<file path="src/rtl/if_id_elastic_if.sv">
// Fetch-to-decode handshake bundle for if_id_elastic.
// The stage takes the slave modport; the fetch/decode environment takes master.
interface if_id_elastic_if #(
    parameter int unsigned PC_W   = 32,
    parameter int unsigned INST_W = 32,
    parameter int unsigned IMM_W  = 12,
    parameter int unsigned CNT_W  = 16
);
    logic              up_valid_i;
    logic              up_ready_o;
    logic [PC_W-1:0]   pc_i;
    logic [INST_W-1:0] inst_i;
    logic [IMM_W-1:0]  pcIm_i;
    logic              dn_valid_o;
    logic              dn_ready_i;
    logic [PC_W-1:0]   pc_o;
    logic [INST_W-1:0] inst_o;
    logic [IMM_W-1:0]  pcIm_o;
    logic [1:0]        occ_o;
    logic [CNT_W-1:0]  stall_cnt_o;

    modport slave (
        input  up_valid_i, pc_i, inst_i, pcIm_i, dn_ready_i,
        output up_ready_o, dn_valid_o, pc_o, inst_o, pcIm_o, occ_o, stall_cnt_o
    );

    modport master (
        output up_valid_i, pc_i, inst_i, pcIm_i, dn_ready_i,
        input  up_ready_o, dn_valid_o, pc_o, inst_o, pcIm_o, occ_o, stall_cnt_o
    );
endinterface

</file>
<file path="src/rtl/if_id_elastic.sv">
// Elastic IF/ID stage: main + skid register, registered up_ready_o,
// flush-to-bubble and a saturating decode-stall counter.
module if_id_elastic #(
    parameter int unsigned        PC_W   = 32,
    parameter int unsigned        INST_W = 32,
    parameter int unsigned        IMM_W  = 12,
    parameter logic [INST_W-1:0]  BUBBLE = {INST_W{1'b0}},
    parameter int unsigned        CNT_W  = 16
) (
    input  logic          clk_i,
    input  logic          rst_i,
    input  logic          flush_i,
    if_id_elastic_if.slave bus
);
    typedef enum logic [1:0] {
        EMPTY = 2'd0,
        FULL  = 2'd1,
        SKID  = 2'd2
    } state_t;

    localparam logic [CNT_W-1:0] CNT_MAX = {CNT_W{1'b1}};

    state_t            r_state;
    logic              r_up_ready;
    logic              r_dn_valid;
    logic [1:0]        r_occ;
    logic [PC_W-1:0]   r_pc;
    logic [INST_W-1:0] r_inst;
    logic [IMM_W-1:0]  r_imm;
    logic [PC_W-1:0]   r_skid_pc;
    logic [INST_W-1:0] r_skid_inst;
    logic [IMM_W-1:0]  r_skid_imm;
    logic [CNT_W-1:0]  r_stall_cnt;

    logic   w_up_fire;
    logic   w_dn_fire;
    logic   w_stall;
    state_t w_next_state;

    assign w_up_fire = bus.up_valid_i & r_up_ready;
    assign w_dn_fire = r_dn_valid & bus.dn_ready_i;
    assign w_stall   = r_dn_valid & ~bus.dn_ready_i;

    // Next state; flush always empties the stage.
    always_comb begin
        w_next_state = r_state;
        if (flush_i) begin
            w_next_state = EMPTY;
        end else begin
            unique case (r_state)
                EMPTY: if (w_up_fire) w_next_state = FULL;
                FULL: begin
                    if (w_dn_fire && !w_up_fire)      w_next_state = EMPTY;
                    else if (w_up_fire && !w_dn_fire) w_next_state = SKID;
                end
                SKID:    if (w_dn_fire) w_next_state = FULL;
                default: w_next_state = EMPTY;
            endcase
        end
    end

    always_ff @(posedge clk_i) begin
        if (rst_i) begin
            r_state     <= EMPTY;
            r_up_ready  <= 1'b1;
            r_dn_valid  <= 1'b0;
            r_occ       <= 2'd0;
            r_pc        <= '0;
            r_inst      <= '0;
            r_imm       <= '0;
            r_skid_pc   <= '0;
            r_skid_inst <= '0;
            r_skid_imm  <= '0;
            r_stall_cnt <= '0;
        end else begin
            r_state    <= w_next_state;
            r_up_ready <= (w_next_state != SKID);
            r_dn_valid <= (w_next_state != EMPTY);
            r_occ      <= (w_next_state == SKID) ? 2'd2 :
                          (w_next_state == FULL) ? 2'd1 : 2'd0;

            // Counts on current outputs, flush cycles included.
            if (w_stall && (r_stall_cnt != CNT_MAX))
                r_stall_cnt <= r_stall_cnt + CNT_W'(1);

            if (flush_i) begin
                r_inst <= BUBBLE;
                r_imm  <= '0;
            end else begin
                unique case (r_state)
                    EMPTY: if (w_up_fire) begin
                        r_pc   <= bus.pc_i;
                        r_inst <= bus.inst_i;
                        r_imm  <= bus.pcIm_i;
                    end
                    FULL: begin
                        if (w_up_fire && w_dn_fire) begin
                            r_pc   <= bus.pc_i;
                            r_inst <= bus.inst_i;
                            r_imm  <= bus.pcIm_i;
                        end else if (w_up_fire) begin
                            r_skid_pc   <= bus.pc_i;
                            r_skid_inst <= bus.inst_i;
                            r_skid_imm  <= bus.pcIm_i;
                        end
                    end
                    SKID: if (w_dn_fire) begin
                        r_pc   <= r_skid_pc;
                        r_inst <= r_skid_inst;
                        r_imm  <= r_skid_imm;
                    end
                    default: ;
                endcase
            end
        end
    end

    assign bus.up_ready_o  = r_up_ready;
    assign bus.dn_valid_o  = r_dn_valid;
    assign bus.occ_o       = r_occ;
    assign bus.pc_o        = r_pc;
    assign bus.inst_o      = r_inst;
    assign bus.pcIm_o      = r_imm;
    assign bus.stall_cnt_o = r_stall_cnt;
endmodule

</file>
<file path="src/flat_wrapper.sv">
// flat-port wrapper written by rule: the top's interface ports become plain ports
module if_id_elastic_flat 
#(
    parameter int unsigned        PC_W   = 32,
    parameter int unsigned        INST_W = 32,
    parameter int unsigned        IMM_W  = 12,
    parameter logic [INST_W-1:0]  BUBBLE = {INST_W{1'b0}},
    parameter int unsigned        CNT_W  = 16
)
  (clk_i, rst_i, flush_i, bus_up_valid_i, bus_pc_i, bus_inst_i, bus_pcIm_i, bus_dn_ready_i, bus_up_ready_o, bus_dn_valid_o, bus_pc_o, bus_inst_o, bus_pcIm_o, bus_occ_o, bus_stall_cnt_o);
  if_id_elastic_if #(.PC_W(PC_W), .INST_W(INST_W), .IMM_W(IMM_W), .CNT_W(CNT_W)) bus_i ();
  input  logic clk_i;
  input  logic rst_i;
  input  logic flush_i;
  input wire logic [$bits(bus_i.up_valid_i)-1:0] bus_up_valid_i;
  input wire logic [$bits(bus_i.pc_i)-1:0] bus_pc_i;
  input wire logic [$bits(bus_i.inst_i)-1:0] bus_inst_i;
  input wire logic [$bits(bus_i.pcIm_i)-1:0] bus_pcIm_i;
  input wire logic [$bits(bus_i.dn_ready_i)-1:0] bus_dn_ready_i;
  output wire logic [$bits(bus_i.up_ready_o)-1:0] bus_up_ready_o;
  output wire logic [$bits(bus_i.dn_valid_o)-1:0] bus_dn_valid_o;
  output wire logic [$bits(bus_i.pc_o)-1:0] bus_pc_o;
  output wire logic [$bits(bus_i.inst_o)-1:0] bus_inst_o;
  output wire logic [$bits(bus_i.pcIm_o)-1:0] bus_pcIm_o;
  output wire logic [$bits(bus_i.occ_o)-1:0] bus_occ_o;
  output wire logic [$bits(bus_i.stall_cnt_o)-1:0] bus_stall_cnt_o;
  assign bus_i.up_valid_i = bus_up_valid_i;
  assign bus_i.pc_i = bus_pc_i;
  assign bus_i.inst_i = bus_inst_i;
  assign bus_i.pcIm_i = bus_pcIm_i;
  assign bus_i.dn_ready_i = bus_dn_ready_i;
  assign bus_up_ready_o = bus_i.up_ready_o;
  assign bus_dn_valid_o = bus_i.dn_valid_o;
  assign bus_pc_o = bus_i.pc_o;
  assign bus_inst_o = bus_i.inst_o;
  assign bus_pcIm_o = bus_i.pcIm_o;
  assign bus_occ_o = bus_i.occ_o;
  assign bus_stall_cnt_o = bus_i.stall_cnt_o;
  if_id_elastic #(.PC_W(PC_W), .INST_W(INST_W), .IMM_W(IMM_W), .BUBBLE(BUBBLE), .CNT_W(CNT_W)) u_core (.clk_i(clk_i), .rst_i(rst_i), .flush_i(flush_i), .bus(bus_i));
endmodule
</file>
<file path="config.mk">
export PLATFORM = sky130hd
export DESIGN_NAME = if_id_elastic_flat
export DESIGN_NICKNAME = d
export VERILOG_FILES = /design/src/rtl/if_id_elastic_if.sv /design/src/rtl/if_id_elastic.sv /design/src/flat_wrapper.sv
export SDC_FILE = /design/constraint.sdc
export NUM_CORES = 1
export LEC_CHECK = 0
export CAP_MARGIN = 25
export CORE_MARGIN = 2
export CORE_UTILIZATION = 46
export CTS_CLUSTER_DIAMETER = 40
export DETAILED_ROUTE_END_ITERATION = 8
export HOLD_SLACK_MARGIN = 0.08
export PLACE_DENSITY = 0.75
export SYNTH_ARGS = -nofsm -noshare
export SYNTH_HDL_FRONTEND = slang
export SYNTH_SLANG_ARGS = --single-unit
</file>
<file path="constraint.sdc">
create_clock -name clk_i -period 4.26 [get_ports clk_i]
set_input_delay 0.852 -clock clk_i [delete_from_list [all_inputs] [get_ports clk_i]]
set_output_delay 0.852 -clock clk_i [all_outputs]
set_load 0.01 [all_outputs]
</file>
==> summary.md <==
| Metric | Value |
|---|---|
| Status | finished clean |
| Count of cell types in the netlist | 44 |
| Setup ws final | 1.43 ns |
| Avg Inst Size Synth | 8.09 sq um |
| Leakage | 3.29 nW |
| CP Class | primary input to flop |
| Final ANT Viol Nets | 0 |
| Die width | 129 um |
| Crit-path max cell delay | 1.01 ns |
| Largest area contributor in the netlist | dfxtp_1 |
| Synth Flop Type | dfxtp_1 |
| Worst Tran Pin Value | 0.890 ns |
| Die ar. | 16600 sq um |
| Final Hold Fails | 0 |
| Placed Area | 9050 sq um |
| Placed cells | 1187 |
| Setup bufs post-CTS | 0 |
| Worst reg2reg setup slack | 1.56 ns |
| Max cap viols | 0 |
| CTS tree | done |
| CP delay by family, top | simple AND/OR/NAND/NOR gates |
| I/O Buffers | 176 |
| Max Clk Rate | 0.354 GHz |
| Max VDD drop | 0.000283 V |
| Crit path DAT | 3.10 ns |
| Sink Count | 174 |
| GRT Overall Usage | 0.236 |
| Fraction of final layout cells sized beyond drive strength 1 | 0.0610 |
| Place WS | 1.02 ns |
| FP Rows | 45 |
| Area added between synthesis and finish | 34.7% |
| Slew Viols, Final | 0 |
| Seq cells post-synth | 174 |
| Largest net degree at the start of global routing | 68 |
| Crit-path cells | clkdlybuf4s50_1 -> or4_2 -> buf_4 -> nand2_1 -> a21oi_1 |
| Initial Util | 0.472 |
| Fin crit share | 0.663 |
| Area contributors post-synth | dfxtp_1, nand2_1, a21oi_1 |
| RSZ-0062 raised after global routing | no |
| Most common cell in the netlist | nand2_1 |
| Die height | 129 um |
| Final Instance Count excl. Fillers | 1221 |
| Minimum clock period | 2.83 ns |
| Number of global-route vias before repair | 6137 |
| Core area | 15200 sq um |
| Worst Hold Class | flop to flop |
| Top cell type's share of synthesized area | 0.485 |
| Synthesized area | 7180 sq um |
| Total power draw | 0.00367 W |
| Cell with the largest stage delay on the worst path | or4_2 |
| First-pass GRT wire length | 31200 um |
| Synth warn | 0 |
| CP Data Required Time | 4.53 ns |
| Crit end category | flop |
| GP Congestion | 0.737 |
| Post-synth top cells | nand2_1, dfxtp_1, a21oi_1, clkbuf_1, nor3_1 |
| Post-route cell area | 9670 sq um |
| Initial antenna violation count | 0 |
| Inserted Clock Buffers | 17 |
| Clock root buffer | clkbuf_16 |
| CP Buf/Inv Count | 2 |
| Overflow after GRT | 0 |
| EDFF count, synth | 0 |
| Clock Path Buffers | 2 |
| Initial DRC Count | 592 |
| Antenna diode count | 0 |
| CP max FO | 32 |
| Setup TNS | 0 ns |
| H-tree Lvls | 4 |
| DP HPWL | 12200 um |
| Post-Route WL | 19700 um |
| CP startpoint kind | primary input |
| Sequential area share after synthesis | 0.485 |
| Post-CTS Hold Buffers | 0 |
| Io pins | 177 |
| Max_slew headroom | 0.405 |
| Async SR Flop Fraction | 0 |
| Via-per-instance ratio | 5.56 |
| Clock transition at path regs | 0.06 ns |
| DRC | 0 |
| Clk Latency, worst-skew pair | 0.42 ns |
| Clock Skews | 0.00652 ns |
| Nets | 1102 |
| Total number of vias | 6791 |
| Wire per inst | 16.1 um |
| DR pass1 iterations | 5 |
| Final setup viols | 0 |
| Net count after synthesis | 970 |
| PD cells | 380 nW/um^2 |
| CTS resizes | 0 |
| Filler cells | 1356 |
| Synth Instances | 888 |
## registers in the layout, summed over array words and instances (netlist names)
| register | flops |
|---|---|
| u_core.bus.up_ready_o | 1 |
| u_core.r_state | 2 |
| u_core.bus.inst_o | 32 |
| u_core.r_skid_inst | 32 |
| u_core.r_skid_pc | 32 |
| u_core.bus.pc_o | 32 |
| u_core.bus.pcIm_o | 12 |
| u_core.bus.stall_cnt_o | 16 |
| u_core.r_skid_imm | 12 |
| u_core.bus.dn_valid_o | 1 |
| u_core.bus.occ_o | 2 |
## routing by layer
metal,track usage,vias to the layer above,share of wire
met5,0,-,0
li1,-,3385,-
met1,0.325,3173,0.45
met2,0.368,214,0.48
met4,0.0799,0,0.014
met3,0.0516,19,0.057
## cell families after synthesis
| kind of cell | Yosys count | synth area share |
|---|---|---|
| XOR/XNOR | 1 | 0.00122 |
| flip-flops | 174 | 0.485 |
| AO/OA/AOI/OAI | 221 | 0.213 |
| multiplexers | 1 | 0.00157 |
| buffers and inverters | 116 | 0.0636 |
| adder cells (fa/ha/maj) | 1 | 0.00174 |
| AND/OR/NAND/NOR | 374 | 0.233 |
## final cells by class
cell class	instances	area, sq um	share of cell area
Timing Repair Buffer	194	1960	0.203
Clock buffer	28	527	0.0545
Inverter	35	131	0.0136
Sequential cell	174	3480	0.360
Clock inverter	4	50.0	0.00517
Tap cell	188	235	0.0243
Multi-Input combinational cell	598	3280	0.339
## cells in the final DEF (no fill, tap or decap), types with 3 or more instances in the layout
cell,count
a21oi_1,89
buf_12,4
nand2_1,249
o41ai_1,4
or4_1,7
nand4_1,5
o311ai_0,3
clkbuf_1,5
o21ai_0,5
dfxtp_1,174
or3_1,3
o31ai_1,6
a211oi_1,32
buf_4,14
nor2_1,6
clkbuf_16,17
and2_1,32
clkbuf_8,6
a311oi_1,44
nand3_1,3
inv_1,35
nor3_1,45
clkdlybuf4s50_1,175
a221oi_1,32
## through the flow
stage / utilization / hold slack [ns]
after floorplan: - / 0.437
after global placement: 0.594 / 0.441
after detailed placement: 0.595 / 0.447
after CTS: 0.633 / 0.455
after global routing: 0.636 / 0.471
final: 0.636 / 0.453
## worst min-delay path: cells and delay by family, from the launching register on
| kind | cells | cell delay (ns) |
|---|---|---|
| compound gates | 1 | 0.05 |
| flops | 1 | 0.31 |
| simple gates | 1 | 0.05 |
## power breakdown
part           internal (W)  switching (W)  total [W]
sequential          0.00169      0.0000357    0.00172
combinational      0.000226       0.000213   0.000439
clock              0.000899       0.000612    0.00151
## final timing paths
kind	startpoint	to	depth (start not counted)
max	flush_i	u_core.r_skid_inst[3]	5
min	u_core.r_skid_inst[10]	u_core.r_skid_inst[10]	2
max reg2reg	u_core.r_state[0]	u_core.bus.inst_o[22]	5
min reg2reg	u_core.r_skid_inst[10]	u_core.r_skid_inst[10]	2
(Power assumes the default switching activity.)
